[src/rtl/cfu_seq_pkg.sv]
// cfu_seq shared definitions: EFLAGS bits, CMD_* opcodes,
// condition-select encoding and the per-opcode control decode.
package cfu_seq_pkg;

  localparam int FL_CF = 0;
  localparam int FL_PF = 2;
  localparam int FL_ZF = 6;
  localparam int FL_SF = 7;
  localparam int FL_OF = 11;

  localparam logic [6:0] CMD_NOP   = 7'h00;
  // Jcc block 0x10..0x1F: opc[3:1] selects the condition, opc[0] negates it
  localparam logic [6:0] CMD_JO    = 7'h10;
  localparam logic [6:0] CMD_JNO   = 7'h11;
  localparam logic [6:0] CMD_JB    = 7'h12;
  localparam logic [6:0] CMD_JAE   = 7'h13;
  localparam logic [6:0] CMD_JE    = 7'h14;
  localparam logic [6:0] CMD_JNE   = 7'h15;
  localparam logic [6:0] CMD_JBE   = 7'h16;
  localparam logic [6:0] CMD_JA    = 7'h17;
  localparam logic [6:0] CMD_JS    = 7'h18;
  localparam logic [6:0] CMD_JNS   = 7'h19;
  localparam logic [6:0] CMD_JP    = 7'h1A;
  localparam logic [6:0] CMD_JNP   = 7'h1B;
  localparam logic [6:0] CMD_JL    = 7'h1C;
  localparam logic [6:0] CMD_JNL   = 7'h1D;
  localparam logic [6:0] CMD_JLE   = 7'h1E;
  localparam logic [6:0] CMD_JG    = 7'h1F;
  localparam logic [6:0] CMD_JCXZ  = 7'h20;
  localparam logic [6:0] CMD_LOOP  = 7'h21;
  localparam logic [6:0] CMD_JMPR  = 7'h22;
  localparam logic [6:0] CMD_CALLR = 7'h23;
  localparam logic [6:0] CMD_JMPI  = 7'h24;
  localparam logic [6:0] CMD_CALLI = 7'h25;
  localparam logic [6:0] CMD_RET   = 7'h26;

  typedef enum logic [2:0] {
    CC_O  = 3'd0,
    CC_B  = 3'd1,
    CC_E  = 3'd2,
    CC_BE = 3'd3,
    CC_S  = 3'd4,
    CC_P  = 3'd5,
    CC_L  = 3'd6,
    CC_LE = 3'd7
  } cc_e;

  typedef struct packed {
    logic taken;
    logic rel;
    logic push;
    logic pop;
  } ctl_t;

  function automatic logic cc_eval(input cc_e cc,
                                   input logic [31:0] fl);
    logic r;
    unique case (cc)
      CC_O:    r = fl[FL_OF];
      CC_B:    r = fl[FL_CF];
      CC_E:    r = fl[FL_ZF];
      CC_BE:   r = fl[FL_CF] | fl[FL_ZF];
      CC_S:    r = fl[FL_SF];
      CC_P:    r = fl[FL_PF];
      CC_L:    r = fl[FL_SF] ^ fl[FL_OF];
      default: r = fl[FL_ZF] | (fl[FL_SF] ^ fl[FL_OF]);
    endcase
    return r;
  endfunction

  function automatic ctl_t cfu_decode(input logic [6:0]  opc,
                                      input logic [31:0] fl,
                                      input logic        cx_zero,
                                      input logic        cx_one);
    ctl_t d;
    d = '0;
    unique case (1'b1)
      (opc[6:4] == 3'b001): begin
        d.taken = cc_eval(cc_e'(opc[3:1]), fl) ^ opc[0];
        d.rel   = 1'b1;
      end
      (opc == CMD_JCXZ): begin
        d.taken = cx_zero;
        d.rel   = 1'b1;
      end
      (opc == CMD_LOOP): begin
        d.taken = !cx_one;
        d.rel   = 1'b1;
      end
      (opc == CMD_JMPR): begin
        d.taken = 1'b1;
        d.rel   = 1'b1;
      end
      (opc == CMD_CALLR): begin
        d.taken = 1'b1;
        d.rel   = 1'b1;
        d.push  = 1'b1;
      end
      (opc == CMD_JMPI): d.taken = 1'b1;
      (opc == CMD_CALLI): begin
        d.taken = 1'b1;
        d.push  = 1'b1;
      end
      (opc == CMD_RET): begin
        d.taken = 1'b1;
        d.pop   = 1'b1;
      end
      default: d = '0;
    endcase
    return d;
  endfunction

endpackage

[src/rtl/cfu_seq_if.sv]
// cfu_seq handshake bundle: decode/execute record in,
// resolved next-EIP record out to fetch.
interface cfu_seq_if #(
  parameter int ADDR_W = 32,
  parameter int LEN_W  = 4
);
  logic              in_valid;
  logic              in_ready;
  logic [6:0]        opc;
  logic [31:0]       eflags;
  logic [ADDR_W-1:0] ecx;
  logic [LEN_W-1:0]  instr_len;
  logic [ADDR_W-1:0] address;
  logic              out_valid;
  logic              out_ready;
  logic [ADDR_W-1:0] next_eip;
  logic              taken;

  modport master (
    output in_valid, opc, eflags, ecx,
    output instr_len, address, out_ready,
    input  in_ready, out_valid, next_eip, taken
  );

  modport slave (
    input  in_valid, opc, eflags, ecx,
    input  instr_len, address, out_ready,
    output in_ready, out_valid, next_eip, taken
  );
endinterface

[src/rtl/cfu_seq_return_stack.sv]
// Circular shadow return stack: a push when full
// overwrites the oldest entry and leaves count at DEPTH.
module cfu_seq_return_stack #(
  parameter int DEPTH = 8,
  parameter int W     = 32
) (
  input  logic                    clk,
  input  logic                    rst_n,
  input  logic                    push,
  input  logic                    pop,
  input  logic [W-1:0]            push_data,
  output logic [W-1:0]            top,
  output logic [$clog2(DEPTH):0]  count,
  output logic                    full,
  output logic                    empty
);
  localparam int PW = $clog2(DEPTH);
  localparam logic [PW:0] FULL_CNT = (PW+1)'(DEPTH);

  logic [W-1:0]  r_mem [DEPTH];
  logic [PW-1:0] r_ptr;
  logic [PW:0]   r_cnt;
  logic [PW-1:0] w_top_idx;

  assign w_top_idx = r_ptr - PW'(1);
  assign top       = r_mem[w_top_idx];
  assign count     = r_cnt;
  assign full      = (r_cnt == FULL_CNT);
  assign empty     = (r_cnt == '0);

  always_ff @(posedge clk or negedge rst_n) begin
    if (!rst_n) begin
      r_ptr <= '0;
      r_cnt <= '0;
    end else if (push) begin
      r_ptr <= r_ptr + PW'(1);
      if (!full)
        r_cnt <= r_cnt + (PW+1)'(1);
    end else if (pop && !empty) begin
      r_ptr <= w_top_idx;
      r_cnt <= r_cnt - (PW+1)'(1);
    end
  end

  // Entry storage needs no reset: count gates every read.
  always_ff @(posedge clk) begin
    if (push)
      r_mem[r_ptr] <= push_data;
  end

endmodule

[src/rtl/cfu_seq.sv]
// cfu_seq: registered control flow unit owning EIP,
// resolving branch targets and shadowing CALL/RET.
module cfu_seq
  import cfu_seq_pkg::*;
#(
  parameter int              ADDR_W    = 32,
  parameter int              LEN_W     = 4,
  parameter int              RAS_DEPTH = 8,
  parameter logic [ADDR_W-1:0] RESET_EIP = '0
) (
  input  logic              clk,
  input  logic              rst_n,
  cfu_seq_if.slave          bus,
  output logic [ADDR_W-1:0] eip,
  output logic              ras_overflow,
  output logic              ras_underflow,
  output logic              cf_violation,
  output logic              len_fault
);

  logic [ADDR_W-1:0] r_eip;
  logic [ADDR_W-1:0] r_next;
  logic              r_out_valid;
  logic              r_taken;
  logic              r_ovf;
  logic              r_unf;
  logic              r_cfv;
  logic              r_lenf;

  logic              w_in_ready;
  logic              w_acc;
  logic [ADDR_W-1:0] w_seq;
  logic [ADDR_W-1:0] w_tgt;
  logic [ADDR_W-1:0] w_next;
  ctl_t              w_ctl;
  logic              w_push;
  logic              w_pop;
  logic [ADDR_W-1:0] w_top;
  logic [$clog2(RAS_DEPTH):0] w_ras_cnt;
  logic              w_full;
  logic              w_empty;

  assign w_in_ready = !r_out_valid || bus.out_ready;
  assign w_acc      = bus.in_valid && w_in_ready;

  assign w_seq = r_eip + ADDR_W'(bus.instr_len);
  assign w_ctl = cfu_decode(bus.opc, bus.eflags,
                            bus.ecx == '0,
                            bus.ecx == ADDR_W'(1));
  assign w_tgt  = w_ctl.rel ? w_seq + bus.address
                            : bus.address;
  assign w_next = w_ctl.taken ? w_tgt : w_seq;

  assign w_push = w_acc && w_ctl.push;
  assign w_pop  = w_acc && w_ctl.pop;

  cfu_seq_return_stack #(
    .DEPTH (RAS_DEPTH),
    .W     (ADDR_W)
  ) u_return_stack (
    .clk       (clk),
    .rst_n     (rst_n),
    .push      (w_push),
    .pop       (w_pop),
    .push_data (w_seq),
    .top       (w_top),
    .count     (w_ras_cnt),
    .full      (w_full),
    .empty     (w_empty)
  );

  always_ff @(posedge clk or negedge rst_n) begin
    if (!rst_n) begin
      r_eip       <= RESET_EIP;
      r_next      <= RESET_EIP;
      r_out_valid <= 1'b0;
      r_taken     <= 1'b0;
    end else if (w_acc) begin
      r_eip       <= w_next;
      r_next      <= w_next;
      r_out_valid <= 1'b1;
      r_taken     <= w_ctl.taken;
    end else if (bus.out_ready) begin
      r_out_valid <= 1'b0;
    end
  end

  always_ff @(posedge clk or negedge rst_n) begin
    if (!rst_n) begin
      r_ovf  <= 1'b0;
      r_unf  <= 1'b0;
      r_cfv  <= 1'b0;
      r_lenf <= 1'b0;
    end else if (w_acc) begin
      if (w_push && w_full)
        r_ovf <= 1'b1;
      if (w_pop && w_empty)
        r_unf <= 1'b1;
      if (w_pop && !w_empty && w_top != bus.address)
        r_cfv <= 1'b1;
      if (bus.instr_len == '0)
        r_lenf <= 1'b1;
    end
  end

  assign bus.in_ready  = w_in_ready;
  assign bus.out_valid = r_out_valid;
  assign bus.next_eip  = r_next;
  assign bus.taken     = r_taken;
  assign eip           = r_eip;
  assign ras_overflow  = r_ovf;
  assign ras_underflow = r_unf;
  assign cf_violation  = r_cfv;
  assign len_fault     = r_lenf;

endmodule

[src/flat_wrapper.sv]
// flat-port wrapper written by rule: the top's interface ports become plain ports
module cfu_seq_flat import cfu_seq_pkg::*;
#(
  parameter int              ADDR_W    = 32,
  parameter int              LEN_W     = 4,
  parameter int              RAS_DEPTH = 8,
  parameter logic [ADDR_W-1:0] RESET_EIP = '0
)
  (clk, rst_n, eip, ras_overflow, ras_underflow, cf_violation, len_fault, bus_in_valid, bus_opc, bus_eflags, bus_ecx, bus_instr_len, bus_address, bus_out_ready, bus_in_ready, bus_out_valid, bus_next_eip, bus_taken);
  cfu_seq_if #(.ADDR_W(ADDR_W), .LEN_W(LEN_W)) bus_i ();
  input  logic clk;
  input  logic rst_n;
  output logic [ADDR_W-1:0] eip;
  output logic ras_overflow;
  output logic ras_underflow;
  output logic cf_violation;
  output logic len_fault;
  input wire logic [$bits(bus_i.in_valid)-1:0] bus_in_valid;
  input wire logic [$bits(bus_i.opc)-1:0] bus_opc;
  input wire logic [$bits(bus_i.eflags)-1:0] bus_eflags;
  input wire logic [$bits(bus_i.ecx)-1:0] bus_ecx;
  input wire logic [$bits(bus_i.instr_len)-1:0] bus_instr_len;
  input wire logic [$bits(bus_i.address)-1:0] bus_address;
  input wire logic [$bits(bus_i.out_ready)-1:0] bus_out_ready;
  output wire logic [$bits(bus_i.in_ready)-1:0] bus_in_ready;
  output wire logic [$bits(bus_i.out_valid)-1:0] bus_out_valid;
  output wire logic [$bits(bus_i.next_eip)-1:0] bus_next_eip;
  output wire logic [$bits(bus_i.taken)-1:0] bus_taken;
  assign bus_i.in_valid = bus_in_valid;
  assign bus_i.opc = bus_opc;
  assign bus_i.eflags = bus_eflags;
  assign bus_i.ecx = bus_ecx;
  assign bus_i.instr_len = bus_instr_len;
  assign bus_i.address = bus_address;
  assign bus_i.out_ready = bus_out_ready;
  assign bus_in_ready = bus_i.in_ready;
  assign bus_out_valid = bus_i.out_valid;
  assign bus_next_eip = bus_i.next_eip;
  assign bus_taken = bus_i.taken;
  cfu_seq #(.ADDR_W(ADDR_W), .LEN_W(LEN_W), .RAS_DEPTH(RAS_DEPTH), .RESET_EIP(RESET_EIP)) u_core (.clk(clk), .rst_n(rst_n), .bus(bus_i), .eip(eip), .ras_overflow(ras_overflow), .ras_underflow(ras_underflow), .cf_violation(cf_violation), .len_fault(len_fault));
endmodule
[config.mk]
export PLATFORM = sky130hd
export DESIGN_NAME = cfu_seq_flat
export DESIGN_NICKNAME = d
export VERILOG_FILES = /design/src/rtl/cfu_seq_pkg.sv /design/src/rtl/cfu_seq_if.sv /design/src/rtl/cfu_seq_return_stack.sv /design/src/rtl/cfu_seq.sv /design/src/flat_wrapper.sv
export SDC_FILE = /design/constraint.sdc
export NUM_CORES = 1
export LEC_CHECK = 0
export ABC_CLOCK_PERIOD_IN_PS = 5200
export BUFFER_PORTS_ARGS = -buffer_cell sky130_fd_sc_hd__buf_2
export CAP_MARGIN = 0
export CORE_MARGIN = 5
export CORE_UTILIZATION = 50
export DETAILED_ROUTE_END_ITERATION = 8
export GPL_ROUTABILITY_DRIVEN = 0
export PLACE_DENSITY = 0.75
export SETUP_SLACK_MARGIN = 0.1
export SYNTH_ARGS = -nofsm -noshare
export SYNTH_HDL_FRONTEND = slang
export SYNTH_SLANG_ARGS = --single-unit
[constraint.sdc]
create_clock -name clk -period 5.2 [get_ports clk]
set_clock_uncertainty 0.15 [all_clocks]
set_input_delay 1.56 -clock clk [delete_from_list [all_inputs] [get_ports clk]]
set_output_delay 1.56 -clock clk [all_outputs]
set_load 0.02 [all_outputs]
==> summary.md, run 1 <==
| Metric | Value |
|---|---|
| Internal power | 6370 uW |
| Total CTS buffers | 31 |
| Syn Area/Cell | 13.9 um2 |
| Fmax | 0.201 GHz |
| Leak Pwr | 0.00701 uW |
| Flop-to-flop setup slack | 0.89 ns |
| Final setup viols | 0 |
| Largest stage delay, worst path | 0.35 ns |
| Area of the core | 30300 um2 |
| CTS clock-pin slew for the worst setup and hold paths | 0.06 ns |
| DRT Wirelength | 39700 um |
| Post-synth cell types | 75 |
| Final period util | 95.6% |
| Crit start category | primary input |
| Sequential Power Share | 33.6% |
| Hold WS | 0.303 ns |
| CTS tree | yes |
| Top-level I/O count | 182 |
| Root Driver | clkbuf_16 |
| Maxcap violations | 0 |
| Critical path peak fanout | 4 |
| Starting Density | 50.2% |
| Primary FF master, synth | edfxtp_1 |
| Area Overhead vs Synth | 22.0% |
| DRC | 0 |
| First-pass GRT wire length | 59600 um |
| Number of vias per cell | 5.96 |
| Hold EP | u_core.len_fault |
| All-layer global routing usage | 22.9% |
| Post-route ant nets | 0 |
| Gate power share | 40.6% |
| CP Cell Sequence | buf_2 -> ha_4 -> fa_2 -> a21o_1 -> a21oi_2 -> and4b_2 -> buf_6 -> nand2_1 -> xnor2_1 -> ha_1 -> a21oi_1 -> nand4bb_1 -> o21a_4 -> a211oi_4 -> buf_6 -> o21ai_2 -> a31oi_2 -> xnor2_1 -> a221o_1 |
| Worst Setup End Kind | flip-flop |
| Yosys warnings | 0 |
| Maximum clock insertion buffer count | 3 |
| Setup Crit Path Kind | in -> reg |
| Yosys top cell area share | 50.4% |
| Worst reg2reg path depth | 18 |
| Max Slew Vio Count | 0 |
| Port Buffers | 154 |
| GR Overflow Total | 0 |
| Dominant cells by area after synthesis | edfxtp_1 (50%), mux4_2 (9.5%), dfrtp_1 (7.4%) |
| Die Span Y | 185 um |
| Sequential fraction of the synthesis area | 57.8% |
| Floorplan row count | 64 |
| Sw frac | 34.7% |
| TritonCTS Sinks | 301 |
| Synth Register Bits | 301 |
| Min-delay worst type | reg -> reg |
| Hold buffer count at cts | 0 |
| Dominant cell type by area after synthesis | edfxtp_1 |
| Hold wc startpoint | u_core.len_fault |
| Reg-to-Reg End | u_core.bus.next_eip[29] |
| CP Buf/Inv Count | 3 |
| Finished Core Util | 61.3% |
| Worst Tran Pin Value | 1.05 ns |
| Synth async-reset ratio | 15.0% |
| Die Width | 185 um |
| Vias in the first global route | 10200 |
| Die ar. | 34100 um2 |
| DR iter-0 viols | 913 |
| Clock share of power | 25.8% |
| Largest vdd supply drop | 0.000471 V |
| Layout cells sized above 1 | 34.9% |
| Most frequent cells after synthesis | edfxtp_1 (256), nand2_1 (80), xnor2_1 (75) |
| Net Switching | 3380 uW |
| Top-count cell post-synth | edfxtp_1 |
| Critical Path RT | 5.49 ns |
| EDFF count, synth | 256 |
| Slew headroom | 30.2% |
| Final min period | 4.97 ns |
| Max stage delay cell, worst path | fa_2 |
| Synth Cell Area | 15200 um2 |
| P per Cell Area | 525 nW/um2 |
| DR vias | 10400 |
| Initial antenna violation count | 3 |
| Unrepaired setup endpoints after global routing | no |
| Htree depth | 1 |
| Drt first pass iters | 5 |
| Status | complete, no violations |
| Syn_nets | 1253 |
| DP HPWL | 27000 um |
| Top delay family on crit path | compound AO/OA/AOI/OAI gates |
| Final net count | 1486 |
| Worst Hold Depth | 1 |
| WL/cell | 22.6 um |
| Mapped Cells | 1097 |
| Final Hold Vio Count | 0 |
| Reg-to-Reg Start | u_core.bus.next_eip[0] |
| WP data arrival | 5.26 ns |
| Worst-Skew Late Latency | 0.56 ns |
| Largest net degree at the start of global routing | 45 |
| Filler Cell Count | 2272 |
power groups by stage:
stage | clock network [uW] | logic, uW | registers (uW)
floorplan | 0 | 2620 | 3310
global placement | 0 | 3790 | 3320
detailed placement | 0 | 3870 | 3320
CTS | 2560 | 3900 | 3270
global route | 2650 | 4260 | 3300
finish | 2520 | 3960 | 3280
worst max path at each step:
stage | cells past startpoint | start | slack, ns | to
floorplan | 7 | bus_out_ready | -0.29 | u_core.u_return_stack.r_mem[2][0]
finish | 19 | bus_instr_len[0] | 0.23 | u_core.bus.next_eip[29]
global route | 18 | bus_instr_len[0] | 0.1 | u_core.bus.next_eip[15]
global placement | 19 | bus_instr_len[0] | -0.37 | u_core.bus.next_eip[29]
CTS | 21 | bus_instr_len[0] | 0.12 | u_core.bus.next_eip[31]
detailed placement | 19 | bus_instr_len[0] | -0.44 | u_core.bus.next_eip[29]
state kept, by name, indices dropped and copies added (netlist names):
signal / flops
u_core.u_return_stack.r_mem: 256
u_core.bus.next_eip: 32
u_core.u_return_stack.count: 4
u_core.u_return_stack.r_ptr: 3
u_core.bus.out_valid: 1
u_core.bus.taken: 1
u_core.cf_violation: 1
u_core.len_fault: 1
u_core.ras_overflow: 1
u_core.ras_underflow: 1
per-layer routing:
| layer | vias up | track usage, % | wire length (um) |
|---|---|---|---|
| li1 | 4688 | - | - |
| met1 | 5246 | 32.1 | 16400 |
| met2 | 427 | 37.9 | 19400 |
| met3 | 86 | 3.32 | 2710 |
| met4 | 0 | 6.57 | 1100 |
| met5 | - | 0 | 0 |
layout by cell type, fill, tap and decap left out, types with 6 or more instances in the layout:
cell and count:
edfxtp_1 256, buf_2 154, buf_4 123, nand2_1 77
xnor2_1 66, mux4_2 64, a21oi_1 57, o21ai_0 47
dfrtp_1 44, nor2_1 42, mux2i_1 38, ha_1 35
clkbuf_16 31, nor4_1 21, nand3_1 20, xor2_1 20
nand4_1 19, inv_1 18, a21o_1 15, nor3_1 14
and3_1 10, o211ai_1 9, xnor2_2 9, a211oi_1 9
bufinv_16 9, nand2b_1 8, clkinv_2 7, a21oi_2 6
o21bai_1 6, o22ai_1 6, ha_4 6
cell type report:
cell class / count / area (um2) / area share (%)
clock inverters: 20 / 338 / 1.82
flip-flops and latches: 301 / 8820 / 47.4
clock buffers: 37 / 838 / 4.51
well taps: 396 / 495 / 2.66
diodes: 3 / 7.51 / 0.0404
inverters: 19 / 71.3 / 0.384
multi-input cells: 695 / 6260 / 33.7
repair buffers: 282 / 1770 / 9.51
what timing repair did:
item                                    CTS  global route
endpoints found under the setup margin    1             7
setup buffers                             1             5
cloned                                    0             0
resized for setup                         3            16
pin swaps                                 1            10
stage by stage:
step | TNS [ns] | cells | setup WS (ns) | area, um2 | total power [uW]
final | 0 | 1753 | 0.231 | 18600 | 9760
after global routing | 0 | 1753 | 0.0991 | 18600 | 10200
after CTS | 0 | 1745 | 0.119 | 18500 | 9730
after detailed placement | -3.95 | 1687 | -0.444 | 17300 | 7190
after global placement | -3.18 | 1687 | -0.373 | 17300 | 7110
after floorplan | -28.44 | 1097 | -0.288 | 15500 | 5930
logic make-up (layout without fill, tap and decap cells):
logic type	Yosys count	after routing	synth area share, %
other	0	3	0
buffers and inverters	101	358	3.53
muxes	103	103	12.0
AOI/OAI and AO/OA	206	206	9.28
DFF	301	301	57.8
adders and majority gates	45	45	3.84
xor gates and xnor gates	99	99	5.74
and+or+nand+nor	242	242	7.74
No activity file was read; power rests on OpenSTA's default activity.
==> run 2, diff against run 1 <==
Settings changed: SETUP_SLACK_MARGIN 0.1 to 0.4.
==> run 2 against run 1 <==
Effect of this change:
- sequential share of layout area fell by 0.81 points
- wire length is 0.15% higher
- die area unchanged
- power down 0.66%
- worst setup slack better by 0.016 ns
- non-clock buffer count grew 8
- sequential cell count stayed put
- design area up 1.7%
- clock power down 13%
- largest cell class unchanged
- worst hold slack lost 0.0015 ns
- critical endpoint is now u_core.bus.next_eip[31]
- cell count grew 0.17%
- critical path depth unchanged
==> summary.md, run 2 (same netlist as run 1, synthesis figures left out) <==
| Metric | Value |
|---|---|
| Status | complete, no violations |
| Die Span Y | 185 um |
| Final period util | 95.2% |
| CTS clock-pin slew for the worst setup and hold paths | 0.06 ns |
| Setup Crit Path Kind | in -> reg |
| Die ar. | 34100 um2 |
| Maxcap violations | 0 |
| Commonest non-fill, non-tap cell in the layout | edfxtp_1 |
| Worst Setup End Kind | flip-flop |
| Total CTS buffers | 30 |
| GR Overflow Total | 0 |
| Area of the core | 30300 um2 |
| Initial antenna violation count | 0 |
| Finished Core Util | 62.3% |
| Port Buffers | 154 |
| Largest register FFs | 256 |
| Critical Path RT | 5.47 ns |
| Worst Tran Pin Value | 0.905 ns |
| Post-route ant nets | 0 |
| Reg-to-Reg End | u_core.bus.next_eip[31] |
| Commonest cells after routing, fill and taps aside | edfxtp_1 (256), buf_2 (153), buf_4 (129), nand2_1 (75), mux4_2 (64) |
| Worst-Skew Late Latency | 0.57 ns |
| Hold buffer count at cts | 0 |
| DR vias | 10500 |
| P per Cell Area | 512 nW/um2 |
| Critical path peak fanout | 6 |
| Starting Density | 50.2% |
| Largest register by flop count | u_core.u_return_stack.r_mem |
| WP data arrival | 5.22 ns |
| Dpl ws | -0.541 ns |
| Crit start category | primary input |
| Drt first pass iters | 5 |
| TritonCTS Sinks | 301 |
| Largest net degree at the start of global routing | 72 |
| All-layer global routing usage | 23.0% |
| CTS tree | yes |
| Hold WS | 0.301 ns |
| DRT Wirelength | 39700 um |
| Maximum clock insertion buffer count | 3 |
| Flop-to-flop setup slack | 0.87 ns |
| Final min period | 4.95 ns |
| Final Hold Vio Count | 0 |
| Multi-input logic area | 6700 um2 |
| Layout cells sized above 1 | 37.6% |
| Top-level I/O count | 182 |
| Filler Cell Count | 2183 |
| First-pass GRT wire length | 60300 um |
| Leak Pwr | 0.00705 uW |
| Vias in the first global route | 10400 |
| Area Overhead vs Synth | 24.1% |
| # placed instances | 1687 |
| Largest vdd supply drop | 0.000394 V |
| Slew headroom | 39.5% |
| Fmax | 0.202 GHz |
| Antenna diodes | 0 |
| Number of vias per cell | 5.99 |
| WL/cell | 22.6 um |
| Storage cell area | 8820 um2 |
| Root Driver | clkbuf_16 |
| Crit path capture | u_core.bus.next_eip[31] |
| DR iter-0 viols | 914 |
| Max Slew Vio Count | 0 |
| Worst setup path start | bus_instr_len[0] |
| Die Width | 185 um |
| DP HPWL | 26200 um |
| DRC | 0 |
| Htree depth | 1 |
| Worst reg2reg path depth | 18 |
| Reg-to-Reg Start | u_core.bus.next_eip[0] |
| Final worst setup slack | 0.248 ns |
| Floorplan row count | 64 |
| Non-Filler Instances | 1756 |
| Unrepaired setup endpoints after global routing | yes |
| Worst Hold Depth | 1 |
| Min-delay worst type | reg -> reg |
| Final net count | 1493 |
| Setup TNS | 0 ns |
| Final setup viols | 0 |
==> run 2: cell types whose count changed in the layout (fill, tap and decap cells not counted), sizes merged <==
cell,previous run,this run
buf,282,290
inv,19,20
bufinv,9,4
clkbuf,37,36
clkinv,9,13
clkinvlp,2,1
diode,3,0
==> run 2: through the flow <==
| stage | power, uW | cell area (um2) |
|---|---|---|
| floorplan | 6030 | 15700 |
| global placement | 7170 | 17500 |
| detailed placement | 7260 | 17500 |
| CTS | 9550 | 18700 |
| global route | 10200 | 18900 |
| finish | 9690 | 18900 |
==> run 2: final cells by class <==
class	instances	area share, %
clock buffer	36	4.09
clock inverter	19	1.16
inverter	19	0.377
multi-input combinational	695	35.4
sequential	301	46.6
tap	396	2.62
timing repair buffer	290	9.76
==> run 2: report_power, final <==
group          total (uW)  switching, uW  internal [uW]
combinational        4260           2300           1950
sequential           3250            260           2990
clock                2190            925           1260
==> run 2: repair_timing <==
item                                    CTS  global route
buffers inserted                          8             6
cloned                                    0             0
endpoints found under the setup margin   11            16
resized for setup                        27            28
pin swaps                                30            29
==> run 2: critical path: stages <==
cell	delay, ns
buf_8	0.10
ha_4	0.15
fa_2	0.35
a21o_1	0.18
a21oi_2	0.20
and4b_2	0.29
and3_4	0.26
xor2_4	0.18
ha_4	0.31
o21ai_2	0.07
nor2_2	0.16
nor2_2	0.08
a2111oi_4	0.41
a211oi_4	0.11
buf_6	0.15
o21ai_4	0.17
mux2i_1	0.22
and3_1	0.19
o31ai_2	0.06
==> run 2: how the worst min path moves through the flow <==
stage	slack [ns]	end	startpoint
2_1_floorplan	0.31	u_core.u_return_stack.count[3]	u_core.u_return_stack.count[3]
3_3_place_gp	0.29	u_core.len_fault	u_core.len_fault
3_5_place_dp	0.29	u_core.len_fault	u_core.len_fault
4_1_cts	0.30	u_core.ras_underflow	u_core.ras_underflow
5_1_grt	0.32	u_core.ras_underflow	u_core.ras_underflow
6_report	0.30	u_core.ras_underflow	u_core.ras_underflow
==> run 2: layer usage <==
metal	part of all wire, %	vias up	GRT usage, %
met1	42	5242	33.5
met4	2.9	0	6.21
li1	-	4690	-
met2	47	492	36.7
met5	0	-	0
met3	7.9	94	3.34
